File: src/rtl/baccarat_dealer_fsm.sv
`default_nettype none
// ============================================================================
// Module      : baccarat_dealer_fsm
// Description : Sequences one baccarat hand. It issues the card-load strobes in
//               dealing order, applies the third-card rules and latches the
//               win lights until a new game is requested.
// Revision    : 1.0 - initial release
// ============================================================================
module baccarat_dealer_fsm (
    input  logic       slow_clock,
    input  logic       reset,
    input  logic       new_game,
    input  logic [3:0] pscore,
    input  logic [3:0] dscore,
    input  logic [3:0] pcard3,
    output logic       load_pcard1,
    output logic       load_pcard2,
    output logic       load_pcard3,
    output logic       load_dcard1,
    output logic       load_dcard2,
    output logic       load_dcard3,
    output logic       clear_cards,
    output logic       player_win_light,
    output logic       dealer_win_light,
    output logic       done
);

    localparam logic [3:0] S_P1     = 4'd0;
    localparam logic [3:0] S_D1     = 4'd1;
    localparam logic [3:0] S_P2     = 4'd2;
    localparam logic [3:0] S_D2     = 4'd3;
    localparam logic [3:0] S_EVAL   = 4'd4;
    localparam logic [3:0] S_P3     = 4'd5;
    localparam logic [3:0] S_BDEC   = 4'd6;
    localparam logic [3:0] S_D3     = 4'd7;
    localparam logic [3:0] S_RESULT = 4'd8;
    localparam logic [3:0] S_DONE   = 4'd9;
    localparam logic [3:0] S_CLR    = 4'd10;

    logic [3:0] state_q, state_d;
    logic       pwin_q, pwin_d;
    logic       dwin_q, dwin_d;
    logic [3:0] w_third_val;
    logic       w_natural;
    logic       w_banker_draws;
    logic       w_tie;

    // Face cards and empty/out-of-range codes all count as zero.
    assign w_third_val = ((pcard3 >= 4'd1) && (pcard3 <= 4'd9)) ? pcard3 : 4'd0;
    assign w_natural   = (pscore >= 4'd8) || (dscore >= 4'd8);
    assign w_tie       = (pscore == dscore);

    always_comb begin
        w_banker_draws = 1'b0;
        case (dscore)
            4'd0, 4'd1, 4'd2: w_banker_draws = 1'b1;
            4'd3:             w_banker_draws = (w_third_val != 4'd8);
            4'd4:             w_banker_draws = (w_third_val >= 4'd2) && (w_third_val <= 4'd7);
            4'd5:             w_banker_draws = (w_third_val >= 4'd4) && (w_third_val <= 4'd7);
            4'd6:             w_banker_draws = (w_third_val >= 4'd6) && (w_third_val <= 4'd7);
            default:          w_banker_draws = 1'b0;
        endcase
    end

    always_ff @(posedge slow_clock) begin
        if (reset) begin
            state_q <= S_P1;
            pwin_q  <= 1'b0;
            dwin_q  <= 1'b0;
        end else begin
            state_q <= state_d;
            pwin_q  <= pwin_d;
            dwin_q  <= dwin_d;
        end
    end

    always_comb begin
        state_d = state_q;
        pwin_d  = pwin_q;
        dwin_d  = dwin_q;
        case (state_q)
            S_P1:   state_d = S_D1;
            S_D1:   state_d = S_P2;
            S_P2:   state_d = S_D2;
            S_D2:   state_d = S_EVAL;
            S_EVAL: begin
                if (w_natural)
                    state_d = S_RESULT;
                else if (pscore <= 4'd5)
                    state_d = S_P3;
                else if (dscore <= 4'd5)
                    state_d = S_D3;
                else
                    state_d = S_RESULT;
            end
            S_P3:   state_d = S_BDEC;
            S_BDEC: state_d = w_banker_draws ? S_D3 : S_RESULT;
            S_D3:   state_d = S_RESULT;
            S_RESULT: begin
                pwin_d  = (pscore > dscore) | w_tie;
                dwin_d  = (dscore > pscore) | w_tie;
                state_d = S_DONE;
            end
            S_DONE: state_d = new_game ? S_CLR : S_DONE;
            S_CLR: begin
                pwin_d  = 1'b0;
                dwin_d  = 1'b0;
                state_d = S_P1;
            end
            default: state_d = S_P1;
        endcase
    end

    // Reset overrides the state decode so the datapath is held clear.
    always_comb begin
        load_pcard1 = 1'b0;
        load_pcard2 = 1'b0;
        load_pcard3 = 1'b0;
        load_dcard1 = 1'b0;
        load_dcard2 = 1'b0;
        load_dcard3 = 1'b0;
        clear_cards = 1'b0;
        done        = 1'b0;
        if (reset) begin
            clear_cards = 1'b1;
        end else begin
            case (state_q)
                S_P1:    load_pcard1 = 1'b1;
                S_D1:    load_dcard1 = 1'b1;
                S_P2:    load_pcard2 = 1'b1;
                S_D2:    load_dcard2 = 1'b1;
                S_P3:    load_pcard3 = 1'b1;
                S_D3:    load_dcard3 = 1'b1;
                S_DONE:  done        = 1'b1;
                S_CLR:   clear_cards = 1'b1;
                default: ;
            endcase
        end
    end

    assign player_win_light = pwin_q;
    assign dealer_win_light = dwin_q;

endmodule
`default_nettype wire

File: config.mk
export PLATFORM = sky130hd
export DESIGN_NAME = baccarat_dealer_fsm
export DESIGN_NICKNAME = d
export VERILOG_FILES = /design/src/rtl/baccarat_dealer_fsm.sv
export SDC_FILE = /design/constraint.sdc
export NUM_CORES = 1
export LEC_CHECK = 0
export CAP_MARGIN = 20
export CORE_UTILIZATION = 40
export DETAILED_ROUTE_END_ITERATION = 8
export GPL_ROUTABILITY_DRIVEN = 0
export GPL_TIMING_DRIVEN = 1
export PLACE_DENSITY_LB_ADDON = 0.08
export SLEW_MARGIN = 20
export SYNTH_ARGS = -nofsm -noshare
export SYNTH_HDL_FRONTEND = slang
export SYNTH_SLANG_ARGS = --single-unit
File: constraint.sdc
create_clock -name slow_clock -period 1.4 [get_ports slow_clock]
set_input_delay 0.28 -clock slow_clock [delete_from_list [all_inputs] [get_ports slow_clock]]
set_output_delay 0.28 -clock slow_clock [all_outputs]
set_load 0.03 [all_outputs]
==> results of run 1 <==
==> synth_stat cells, types with 2 or more instances <==
cell | number | area share, %
a2111oi_0 | 2 | 2.7
buf_6 | 3 | 5.2
dfxtp_1 | 6 | 18
ha_1 | 4 | 7.7
inv_1 | 5 | 2.9
nand2_1 | 4 | 2.3
nand3_1 | 5 | 3.9
nand3b_1 | 2 | 2.3
nand4_1 | 2 | 1.9
nor2_1 | 8 | 4.6
nor3_1 | 5 | 3.9
nor4_1 | 3 | 2.9
o21ai_0 | 3 | 2.3
o22ai_1 | 2 | 1.9
or2b_2 | 2 | 2.7
==> per-stage QoR <==
step	total power [mW]	utilization [%]	setup slack [ps]	hold slack [ps]	std cells
floorplan	0.451	-	-191	501	79
global placement	0.595	67.2	-448	437	132
detailed placement	0.601	67.2	-467	443	132
finish	0.833	76.2	-158	454	136
CTS	0.816	73.3	-161	457	136
global route	0.878	76.2	-204	485	136
==> registers in the layout, summed over array words and instances, names as in the netlist <==
name,flops
state_q,4
player_win_light,1
dealer_win_light,1
==> worst max path at each step <==
stage / to / depth (start not counted) / startpoint / slack, ps
after CTS: load_pcard1 / 3 / state_q[0]$_SDFF_PP0_ / -160
final: load_pcard1 / 3 / state_q[0]$_SDFF_PP0_ / -160
after global placement: player_win_light$_SDFFE_PP0P_ / 7 / dscore[0] / -450
after floorplan: load_dcard1 / 3 / state_q[0]$_SDFF_PP0_ / -190
after detailed placement: dealer_win_light$_SDFFE_PP0P_ / 6 / dscore[1] / -470
after global routing: load_pcard1 / 3 / state_q[0]$_SDFF_PP0_ / -200
==> where the power goes <==
part	internal [mW]	switching, mW
Clock	0.0976	0.0714
Sequential	0.192	0.0305
Combinational	0.233	0.209
Total	0.523	0.311
==> layout make-up <==
class,count,share of cell area (%)
multi-input cells,63,50.3
repair buffers,43,32.9
flip-flops and latches,6,11.4
clock buffers,3,1.96
well taps,16,1.74
inverters,5,1.63
==> tightest hold or removal path: cells and delay by family, from the launching register on <==
family	cells	cell delay, ps
flops	1	320
compound gates	1	40
simple gates	1	60
==> logic make-up (layout without fill, tap and decap cells) <==
logic type	count (synthesis)	after routing	share of synthesized area, %
AOI/OAI and AO/OA	16	16	19.3
and+or+nand+nor	42	42	41.8
buffers and inverters	10	51	11.4
adders and majority gates	4	4	7.71
DFF	6	6	18.5
xor gates and xnor gates	1	1	1.35
==> routing by layer <==
layer	wire, um	vias up	global-route usage, %
met4	14	0	7.50
li1	-	377	-
met1	859	352	26.5
met2	981	33	39.1
met3	131	2	6.03
met5	0	-	0
==> layout by cell type (no fill, tap or decap), drive strengths merged, types with 2 or more instances in the layout <==
master and n:
nand2 4, ha 4, or3 2, clkbuf 3, a2111oi 2, nand3 5
buf 27, or2b 2, inv 5, o21ai 3, dfxtp 6, nand2b 3
nor3 5, nand4 2, nor4 3, o311ai 2, dlygate4sd2 10, clkdlybuf4s50 3
nand3b 2, nor2 8, dlymetal6s2s 2, o22ai 2
==> what timing repair did <==
action / 4_1_cts / 5_1_grt
setup endpoints to repair: 16 / 13
pin swaps: 10 / 5
gates resized for setup: 32 / 9
buffers inserted: 2 / 0
hold buffers: 0 / 0
==> metrics.yaml, run 1 <==
outcome:
  status: "complete, but fails checks"
  violations: "setup timing"
clock_network:
  cts_buffer_depth: 2
  clkSinkCount: 6
  cts_buffers: 3
  cts_tree: "built"
  path_clk_slew_ps: 50
  clock_latency_ps: 250
  cts-htree-levels: 1
  root_buffer: "clkbuf_4"
placed_design:
  io_buffers: 24
  dp_hpwl_um: 1440
  post_dp_cell_area_um2: 1010
sta:
  skew_ps: 10.8
  max_slew_margin_pct: 77.3
  grt_setup_unrepaired: "yes"
  min_period_ps: 1560
  worst_pin_slew_ps: 340
  finalWorstSetupSlack_ps: -158
  finalMaxSlewViolations: 0
  tns_ps: -621
  post-route-period-util_pct: 111
  max_freq_mhz: 642
  hold_viol: 0
  setup_violations: 8
logic_synthesis:
  netlist_area_um2: 649
  synthFlopType: "dfxtp_1"
  syn_nets: 98
  ys_ff_latch: 6
  synth.avg_cell_area_um2: 8.22
  synth_async_sr_flop_share_pct: 0
  ys_types: 38
  synthCells: 79
  synth_edf_count: 0
  synth-seq-area-share_pct: 18.5
  yosys_warnings: 0
routing:
  ant_nets: 0
  wl_per_cell_um: 14.6
  drt_iter0_markers: 16
  drc_errors: 0
  vias_per_cell: 5.62
  drt-total-wl_um: 1990
  vias: 764
  dr.pass1.iters: 4
final_layout:
  syn_to_final_growth_pct: 76.9
  nNetsFinal: 141
  multi_input_area_um2: 578
  fillers: 123
  seqCellArea_um2: 131
  drive_gt1_share_pct: 48.3
  design_area_um2: 1150
  diodes: 0
worst_setup_path:
  critical-path-top-delay-family: "simple AND/OR/NAND/NOR gates"
  regToRegSetupSlack_ps: 20
  slowest_delay_ps: 400
  path_buf_inv: 1
  r2r-start: "state_q[3]$_SDFF_PP0_"
  cp_max_fo: 7
  path_class: "flop to primary output"
  cp-end-kind: "primary output"
  worstSetupStartpointType: "flop"
  slowest_stage: "or3_4"
  cp_data_required_time_ps: 1120
  rr_worst_depth: 4
  path_cells: "or3_4 > nor3_4 > buf_6"
  worst_ep_arrival_time_ps: 1280
  r2r_end: "state_q[2]$_SDFF_PP0_"
floorplan:
  start_util_pct: 43.1
  core_um2: 1510
  die-area_um2: 1790
  die_h_um: 42.3
  core.rowCount: 14
  die_width_um: 42.3
  io_pins: 25
pwr:
  powerDensity_nw_per_um2: 725
  max-vdd-ir-drop_v: 0.000416
  p_leak_nw: 0.506
hold_path:
  hold_class: "flop to flop"
  hold_path_depth: 2
  worstHoldStart: "dealer_win_light$_SDFFE_PP0P_"
  hold_path_end: "dealer_win_light$_SDFFE_PP0P_"
grt:
  antenna_found_initial: 0
  overflow: 0
  grt_pass1_wl_um: 3080
  grt_usage_pct: 22.5
  grt_pass1_vias: 727
  grt_start_max_net_pins: 8
run:
  maxCapViolCount: 0
No activity file was read; power rests on OpenSTA's default activity.
==> inputs of run 2 (changes only) <==
Settings changed: CORE_MARGIN set to 5, DONT_BUFFER_PORTS set to 1.
==> run 2 against run 1 <==
Effect of this change: the run still ends with setup timing left; final area shrank 15%; wire length shrank 2.5%; worst hold slack lost 350 ps; clock-buffer cell count is the same; core utilization shrank 12 points; clock skew shrank 7.2 ps; non-clock buffer count shrank 17; die area grew 41%; sequential share of layout area grew 2.1 points; cell count shrank 13%; critical path depth is the same; critical path type unchanged.
==> metrics.yaml, run 2 (synthesis results as in run 1) <==
outcome:
  status: "complete, but fails checks"
  violations: "setup timing"
final_layout:
  nNetsFinal: 124
  largest_reg_flops: 4
  diodes: 0
  fin_util_pct: 64.4
  regMostFlops: "state_q"
  syn_to_final_growth_pct: 51.1
  layout_common_cells: "18 x buf_4, 8 x nor2_1, 7 x buf_6"
  drive_gt1_share_pct: 51.5
  layout_commonest_cell: "buf_4"
pwr:
  pwr-share-clk_pct: 20.3
  internal_power_mw: 0.537
  powerDensity_nw_per_um2: 864
  p_comb_share_pct: 53.2
  switchingPower_mw: 0.311
  p_sw_share_pct: 36.7
  seq_power_share_pct: 26.5
  p_leak_nw: 0.393
  max-vdd-ir-drop_v: 0.000487
floorplan:
  start_util_pct: 42.6
  die-area_um2: 2530
  core_um2: 1520
  io_pins: 25
  core.rowCount: 14
  die_h_um: 50.3
  die_width_um: 50.3
clock_network:
  cts_buffers: 3
  path_clk_slew_ps: 50
  cts_buffer_depth: 2
  cts-htree-levels: 1
  clock_latency_ps: 250
  root_buffer: "clkbuf_4"
  cts_tree: "built"
  clkSinkCount: 6
routing:
  vias_per_cell: 5.74
  vias: 683
  drt-total-wl_um: 1940
  drc_errors: 0
  drt_iter0_markers: 6
  wl_per_cell_um: 16.3
  ant_nets: 0
  dr.pass1.iters: 4
worst_setup_path:
  cp-end-kind: "primary output"
  cp_max_fo: 4
  cp_data_required_time_ps: 1120
  worst_ep_arrival_time_ps: 1310
  r2r_end: "state_q[2]$_SDFF_PP0_"
  worstSetupStartpointType: "flop"
  regToRegSetupSlack_ps: -30
  path_class: "flop to primary output"
  rr_worst_depth: 5
  r2r-start: "state_q[0]$_SDFF_PP0_"
sta:
  min_period_ps: 1590
  skew_ps: 3.62
  max_slew_margin_pct: 72.2
  max_freq_mhz: 629
  hold_viol: 0
  worst_pin_slew_ps: 407
  hold_ws_ps: 107
  finalMaxSlewViolations: 0
  setup_violations: 9
  tns_ps: -1070
  finalWorstSetupSlack_ps: -189
  grt_setup_unrepaired: "yes"
  post-route-period-util_pct: 114
grt:
  grt_start_max_net_pins: 11
  grt_usage_pct: 16.0
  antenna_found_initial: 0
  grt_pass1_vias: 678
  grt_pass1_wl_um: 3060
  overflow: 0
placed_design:
  pre_cts_ws_ps: 20.4
  dp_hpwl_um: 1340
  io_buffers: 0
hold_path:
  hold_path_depth: 1
  hold_class: "primary input to flop"
  hold_path_end: "state_q[3]$_SDFF_PP0_"
  worstHoldStart: "reset"
run:
  maxCapViolCount: 0
-- run 2: cell count changes in the layout (fill, tap and decap cells not counted), sizes merged --
cell and change:
dlygate4sd2 -10, clkdlybuf4s50 -3, dlymetal6s2s -2, clkdlybuf4s15 -1
buf -1
-- run 2: worst max-delay path by stage --
| stage | start | to | slack, ps | cells after the start |
|---|---|---|---|---|
| 3_5_place_dp | state_q[0]$_SDFF_PP0_ | load_pcard3 | 20 | 3 |
| 2_1_floorplan | state_q[0]$_SDFF_PP0_ | load_dcard1 | -190 | 3 |
| 5_1_grt | state_q[0]$_SDFF_PP0_ | load_pcard1 | -240 | 3 |
| 4_1_cts | state_q[0]$_SDFF_PP0_ | load_pcard1 | -190 | 3 |
| 3_3_place_gp | state_q[0]$_SDFF_PP0_ | load_dcard1 | 10 | 3 |
| 6_report | state_q[0]$_SDFF_PP0_ | load_dcard1 | -190 | 3 |
-- run 2: per-stage QoR --
step,std cells,area (um^2),total power [mW]
2_1_floorplan,79,692,0.451
3_3_place_gp,108,805,0.540
3_5_place_dp,108,805,0.541
4_1_cts,117,923,0.791
5_1_grt,119,981,0.895
6_report,119,981,0.848
-- run 2: per-layer routing --
layer	share of wire [%]	GRT usage, %	vias up
li1	-	-	346
met1	43	19.1	315
met2	50	25.7	18
met3	5.3	5.03	4
met4	2.2	7.66	0
met5	0	0	-
-- run 2: timing repair --
item                                    in CTS  in global routing
gates resized for setup                     16                  9
buffers inserted                             7                  3
endpoints found under the setup margin       8                 10
pin swaps                                    2                  6
hold buffers                                 0                  0
-- run 2: critical path, cell delays in order (launching register included) --
cell and delay (ps):
dfxtp_4 370, or2b_4 300, nor4_4 220, buf_6 160
-- run 2: power by group through the flow --
stage          Sequential (mW)  Combinational (mW)  Clock, mW
2_1_floorplan            0.207               0.244          0
3_3_place_gp             0.220               0.320          0
6_report                 0.225               0.451      0.172
4_1_cts                  0.221               0.395      0.175
5_1_grt                  0.226               0.484      0.185
3_5_place_dp             0.219               0.322          0
-- run 2: layout make-up --
| type | count | area, um^2 |
|---|---|---|
| fillers | 126 | 543 |
| multi-input cells | 63 | 553 |
| well taps | 16 | 20.0 |
| clock buffers | 3 | 22.5 |
| repair buffers | 26 | 234 |
| flip-flops and latches | 6 | 133 |
| inverters | 5 | 18.8 |
==> variant 1, RTL diff (config.mk and constraints of run 1) <==
Register the inputs `new_game`, `pscore`, `dscore` and `pcard3` before use, cleared by the reset. The logic sees them one clock later.
--- a/src/rtl/baccarat_dealer_fsm.sv
+++ b/src/rtl/baccarat_dealer_fsm.sv
@@ -37,6 +37,25 @@
     localparam logic [3:0] S_DONE   = 4'd9;
     localparam logic [3:0] S_CLR    = 4'd10;
 
+    logic new_game_q;
+    logic [3:0] pscore_q;
+    logic [3:0] dscore_q;
+    logic [3:0] pcard3_q;
+
+    always_ff @(posedge slow_clock) begin
+        if (reset) begin
+            new_game_q <= '0;
+            pscore_q   <= '0;
+            dscore_q   <= '0;
+            pcard3_q   <= '0;
+        end else begin
+            new_game_q <= new_game;
+            pscore_q   <= pscore;
+            dscore_q   <= dscore;
+            pcard3_q   <= pcard3;
+        end
+    end
+
     logic [3:0] state_q, state_d;
     logic       pwin_q, pwin_d;
     logic       dwin_q, dwin_d;
@@ -46,13 +65,13 @@
     logic       w_tie;
 
     // Face cards and empty/out-of-range codes all count as zero.
-    assign w_third_val = ((pcard3 >= 4'd1) && (pcard3 <= 4'd9)) ? pcard3 : 4'd0;
-    assign w_natural   = (pscore >= 4'd8) || (dscore >= 4'd8);
-    assign w_tie       = (pscore == dscore);
+    assign w_third_val = ((pcard3_q >= 4'd1) && (pcard3_q <= 4'd9)) ? pcard3_q : 4'd0;
+    assign w_natural   = (pscore_q >= 4'd8) || (dscore_q >= 4'd8);
+    assign w_tie       = (pscore_q == dscore_q);
 
     always_comb begin
         w_banker_draws = 1'b0;
-        case (dscore)
+        case (dscore_q)
             4'd0, 4'd1, 4'd2: w_banker_draws = 1'b1;
             4'd3:             w_banker_draws = (w_third_val != 4'd8);
             4'd4:             w_banker_draws = (w_third_val >= 4'd2) && (w_third_val <= 4'd7);
@@ -86,9 +105,9 @@
             S_EVAL: begin
                 if (w_natural)
                     state_d = S_RESULT;
-                else if (pscore <= 4'd5)
+                else if (pscore_q <= 4'd5)
                     state_d = S_P3;
-                else if (dscore <= 4'd5)
+                else if (dscore_q <= 4'd5)
                     state_d = S_D3;
                 else
                     state_d = S_RESULT;
@@ -97,11 +116,11 @@
             S_BDEC: state_d = w_banker_draws ? S_D3 : S_RESULT;
             S_D3:   state_d = S_RESULT;
             S_RESULT: begin
-                pwin_d  = (pscore > dscore) | w_tie;
-                dwin_d  = (dscore > pscore) | w_tie;
+                pwin_d  = (pscore_q > dscore_q) | w_tie;
+                dwin_d  = (dscore_q > pscore_q) | w_tie;
                 state_d = S_DONE;
             end
-            S_DONE: state_d = new_game ? S_CLR : S_DONE;
+            S_DONE: state_d = new_game_q ? S_CLR : S_DONE;
             S_CLR: begin
                 pwin_d  = 1'b0;
                 dwin_d  = 1'b0;
Formal check against the unedited RTL: not equivalent (a bounded check fails within 10 cycles, from zero or initial values and one cycle with reset high).
==> variant 1 against run 1 <==
The flow still finishes with violations (setup timing). Synthesized cell count grew 34%. Global-route usage shrank 1.3 points. Via count grew 21%. Area after synthesis grew 48%. Clock skew shrank 5.1 ps. Worst setup slack lost 78 ps. Core utilization shrank 2.7 points. Sequential cell count grew 13. Maximum frequency shrank 4.8%. Routed wire length grew 26%. Design area grew 43%. Power grew 84%. Clock power grew 75%. Largest cell class unchanged. Largest power group is now sequential cells.
==> variant 1: results (changes against run 1) <==
Syn Nets 125 (was 98); initial antenna violation count 0 (unchanged); Final setup viols 8 (unchanged); status complete, but fails checks (unchanged); Unique masters post-synth 37 (was 38); Post-DP Area 1380 µm² (was 1010 µm²); Nets 172 (was 141); GRT Total Usage 0.212 (was 0.225); depth of the CTS H-tree 1 (unchanged); crit path DAT 1360 ps (was 1280 ps); FFs w/ async S/R, synth 0 (unchanged); Synth area leaders dfxtp_1 39%, nor2b_1 9.7%, ha_1 5.2% (was dfxtp_1 18%, ha_1 7.7%, buf_6 5.2%); root buf cell clkbuf_4 (unchanged); largest net degree at the start of global routing 15 (was 8); worst hold-check path type reg -> reg (unchanged); failing checks setup timing (unchanged); Yosys warnings 0 (unchanged); Primary FF master, synth dfxtp_1 (unchanged); clk_skew 5.76 ps (was 10.8 ps); share of layout cells above drive strength 1 0.480 (was 0.483); Lkg Pwr 0.643 nW (was 0.506 nW); Seq/Total Area, Yosys 0.395 (was 0.185); clk slew on worst S/H paths 120 ps (was 50 ps); clk_lat worst skew 300 ps (was 250 ps); most frequent cells after synthesis 19 x dfxtp_1, 15 x nor2b_1, 8 x nor2_1, 5 x inv_1, 5 x nand2_1 (was 8 x nor2_1, 6 x dfxtp_1, 5 x inv_1, 5 x nand3_1, 5 x nor3_1); CP max FO 6 (was 7); vias per inst 5.13 (was 5.62); final setup margin -236 ps (was -158 ps); FF/Latch Area 402 µm² (was 131 µm²); pre-CTS WS -392 ps (was -467 ps); Buffers on Ports 24 (unchanged); Routed WL 2500 µm (was 1990 µm); Iteration-0 DRC Markers 17 (was 16); fillcell total 169 (was 123); Max IR drop VDD 0.681 mV (was 0.416 mV); Synth top area share 0.395 (was 0.185); post-DP HPWL 1710 µm (was 1440 µm); antenna cells 0 (unchanged); Clock Tree Buf Depth 2 (unchanged); Worst Max-Slew Pin Slew 290 ps (was 340 ps); first-pass GRT wire length 4110 µm (was 3080 µm); vias in the first global route 903 (was 727); Num CTS Buffers 3 (unchanged); TritonRoute pass-1 iters 4 (unchanged)
[variant 1: worst paths after layout]
check | start | to | slack [ps] | cells past startpoint
setup reg to reg | dscore_q[1]$_SDFF_PP0_ | state_q[3]$_SDFF_PP0_ | 30 | 5
hold reg to reg | dealer_win_light$_SDFFE_PP0P_ | dealer_win_light$_SDFFE_PP0P_ | 490 | 2
hold / removal | dealer_win_light$_SDFFE_PP0P_ | dealer_win_light$_SDFFE_PP0P_ | 490 | 2
setup / recovery | state_q[0]$_SDFF_PP0_ | load_pcard1 | -240 | 3
[variant 1: cell families after synthesis]
logic type | share of synthesized area
AO/OA/AOI/OAI | 0.130
XOR/XNOR | 0.00909
adder cells (fa/ha/maj) | 0.0520
buffers and inverters | 0.0558
flip-flops | 0.395
AND/OR/NAND/NOR | 0.358
[variant 1: cell type report]
class	count	share of cell area
clock buffers	3	0.0137
clock inverters	1	0.00457
inverters	5	0.0114
multi-input cells	76	0.432
flip-flops and latches	19	0.245
well taps	28	0.0213
repair buffers	48	0.272
[variant 1: worst max-delay path, stage by stage, from the launching register on]
cell and delay [ps]:
dfxtp_4 390, or3_4 390, nor3_4 130, buf_6 150
[variant 1: stage by stage]
step                      instances  TNS [ps]  hold slack, ps
final                           180     -1210             487
after CTS                       180     -1110             490
after global routing            180     -1730             502
after floorplan                 106      -221             408
after detailed placement        170     -4160             467
after global placement          170     -3680             439
[variant 1: report_power, final]
group | internal (W) | switching (W)
Combinational | 0.000327 | 0.000277
Clock | 0.000109 | 0.000187
Sequential | 0.000588 | 0.0000439
Total | 0.00102 | 0.000508
[variant 1: what timing repair did]
action | in CTS | in global routing
endpoints found under the hold margin | 0 | 0
hold buffers | 0 | 0
resized for setup | 34 | 12
setup buffers | 7 | 0
pin swaps | 12 | 12
setup endpoints to repair | 16 | 11
[variant 1: metal layers]
metal / part of all wire / GRT usage / vias up / routed length (µm)
li1: - / - / 470 / -
met1: 0.46 / 0.265 / 429 / 1150
met2: 0.50 / 0.368 / 23 / 1260
met3: 0.030 / 0.0268 / 2 / 76
met4: 0.0068 / 0.0787 / 0 / 17
met5: 0 / 0 / - / 0
==> variant 2, RTL diff (settings of run 1) <==
Made on the original files. Make the reset (`reset`) asynchronous in one clocked block.
--- a/src/rtl/baccarat_dealer_fsm.sv
+++ b/src/rtl/baccarat_dealer_fsm.sv
@@ -62,7 +62,7 @@
         endcase
     end
 
-    always_ff @(posedge slow_clock) begin
+    always_ff @(posedge slow_clock or posedge reset) begin
         if (reset) begin
             state_q <= S_P1;
             pwin_q  <= 1'b0;
Formal check against the unedited RTL: differs if reset is asserted again (counterexample within 10 cycles, from zero or initial values and one cycle with reset high); with reset held inactive, the same outputs for 10 cycles.
==> variant 2 against run 1 <==
The flow still finishes with violations (setup timing). Critical path depth did not move. Routed wire length rose by 0.70%. Area after synthesis fell by 6.0%. Design area rose by 0.87%. Sequential cell count did not move. Count of clock-buffer cells in the layout did not move. Worst setup slack got worse by 33 ps. Critical path type unchanged.
Power is not compared: it rests on default switching activity, and its combinational part moved more than twofold at a synthesized area within 25%.
==> variant 2: results (changes against run 1) <==
status complete, but fails checks (unchanged); failing checks setup timing (unchanged); most frequent cells after synthesis 8 x nand2b_1, 8 x nor2_1, 7 x nand2_1, 6 x a21oi_1, 6 x dfrtp_1 (was 8 x nor2_1, 6 x dfxtp_1, 5 x inv_1, 5 x nand3_1, 5 x nor3_1); Most flops, register state_q (unchanged); Routed WL 2000 µm (was 1990 µm); worst hold-check path type in -> async (was reg -> reg); crit path DAT 1310 ps (was 1280 ps); vias in the first global route 686 (was 727); GR met2 Demand/Resource 0.445 (was 0.391); Vias 771 (was 764); M1 GR Usage 0.329 (was 0.265); Synth Area in Adders 0.0820 (was 0.0771); clk slew on worst S/H paths 50 ps (about the same); worst setup path endpoint done (was load_pcard1); Fin Hold WS 413 ps (was 454 ps); FFs w/ async S/R, synth 1.00 (was 0); Crit path largest cell delay 450 ps (was 400 ps); clk_lat worst skew 250 ps (about the same); CP top delay family flip-flops (was simple AND/OR/NAND/NOR gates); root buf cell clkbuf_4 (unchanged); largest net degree at the start of global routing 11 (was 8); R2R setup slack 70 ps (was 20 ps); Compound-Gate Fraction of Synth Area 0.244 (was 0.193); GRT Total Usage 0.268 (was 0.225); Buffers on Ports 24 (unchanged); XOR/XNOR Fraction of Synth Area 0 (was 0.0135); share of layout cells above drive strength 1 0.504 (was 0.483); FF-to-FF Start state_q[0]$_DFF_PP0_ (was state_q[3]$_SDFF_PP0_); Post-DP Area 953 µm² (was 1010 µm²); Synth area leaders dfrtp_1 25%, ha_1 8.2%, nand2b_1 8.2% (was dfxtp_1 18%, ha_1 7.7%, buf_6 5.2%); Seq/Total Area, Yosys 0.246 (was 0.185); Final setup viols 8 (unchanged); CP max FO 5 (was 7); Comb. pwr 0.000958 W; first-pass GRT wire length 2900 µm (was 3080 µm); Nets 142 (was 141); depth of the CTS H-tree 1 (unchanged); final setup margin -190 ps (was -158 ps); Lkg Pwr 0.541 nW; Iteration-0 DRC Markers 24 (was 16); max FFs per register 4 (unchanged); Yosys warnings 0 (unchanged); Unique masters post-synth 30 (was 38); Num CTS Buffers 3 (unchanged); Max IR drop VDD 0.833 mV; grt met3 use 0.0598 (was 0.0603); antenna cells 0 (unchanged); clk_skew 1.41 ps (was 10.8 ps); CP max-delay cell dfrtp_2 (was or3_4); Syn Nets 96 (was 98); post-DP HPWL 1320 µm (was 1440 µm); post-synthesis mux area share 0 (unchanged); CP startpoint state_q[2]$_DFF_PP0_ (was state_q[0]$_SDFF_PP0_); Reg-to-Reg End state_q[0]$_DFF_PP0_ (was state_q[2]$_SDFF_PP0_); P_seq 0.000389 W; TritonRoute pass-1 iters 5 (was 4); fillcell total 82 (was 123); initial antenna violation count 0 (unchanged); Worst Max-Slew Pin Slew 364 ps (was 340 ps); reg2reg path depth 4 (unchanged)
variant 2: cell count changes after synthesis, sizes merged, moves of 3 or more:
| cell | before | now |
|---|---|---|
| dfrtp | 0 | 6 |
| nor4 | 3 | 0 |
| buf | 4 | 0 |
| dfxtp | 6 | 0 |
| a21oi | 1 | 6 |
| nand2 | 4 | 7 |
| nand3 | 5 | 1 |
| nand2b | 3 | 8 |
variant 2: routing by layer:
layer  wire length (µm)  share of wire
met5                  0              0
met4                  8         0.0040
met3                 77          0.038
met2               1010           0.51
met1                902           0.45
variant 2: what timing repair did:
| action | 4_1_cts | 5_1_grt |
|---|---|---|
| resized for setup | 25 | 21 |
| buffers inserted | 4 | 1 |
| endpoints found under the hold margin | 0 | 0 |
| pin swaps | 6 | 4 |
| setup endpoints to repair | 16 | 14 |
variant 2: layout make-up:
| type | instances | area (µm²) | share of cell area |
|---|---|---|---|
| multi-input cells | 65 | 573 | 0.495 |
| repair buffers | 42 | 370 | 0.320 |
| flip-flops and latches | 6 | 155 | 0.134 |
| clock buffers | 3 | 22.5 | 0.0194 |
| inverters | 5 | 18.8 | 0.0162 |
| well taps | 15 | 18.8 | 0.0162 |
variant 2: worst min-delay path: stages:
cell and delay [ps]:
clkdlybuf4s50_1 420, inv_1 130, buf_6 150
variant 2: metrics by stage:
| step | worst slack [ps] | setup TNS [ps] | cells | power [W] |
|---|---|---|---|---|
| finish | -190 | -953 | 136 | 0.00152 |
| global route | -220 | -1320 | 136 | 0.00162 |
| CTS | -151 | -910 | 135 | 0.00142 |
| detailed placement | -483 | -2880 | 128 | 0.00116 |
| global placement | -444 | -2670 | 128 | 0.00114 |
| floorplan | -171 | -347 | 77 | 0.000843 |
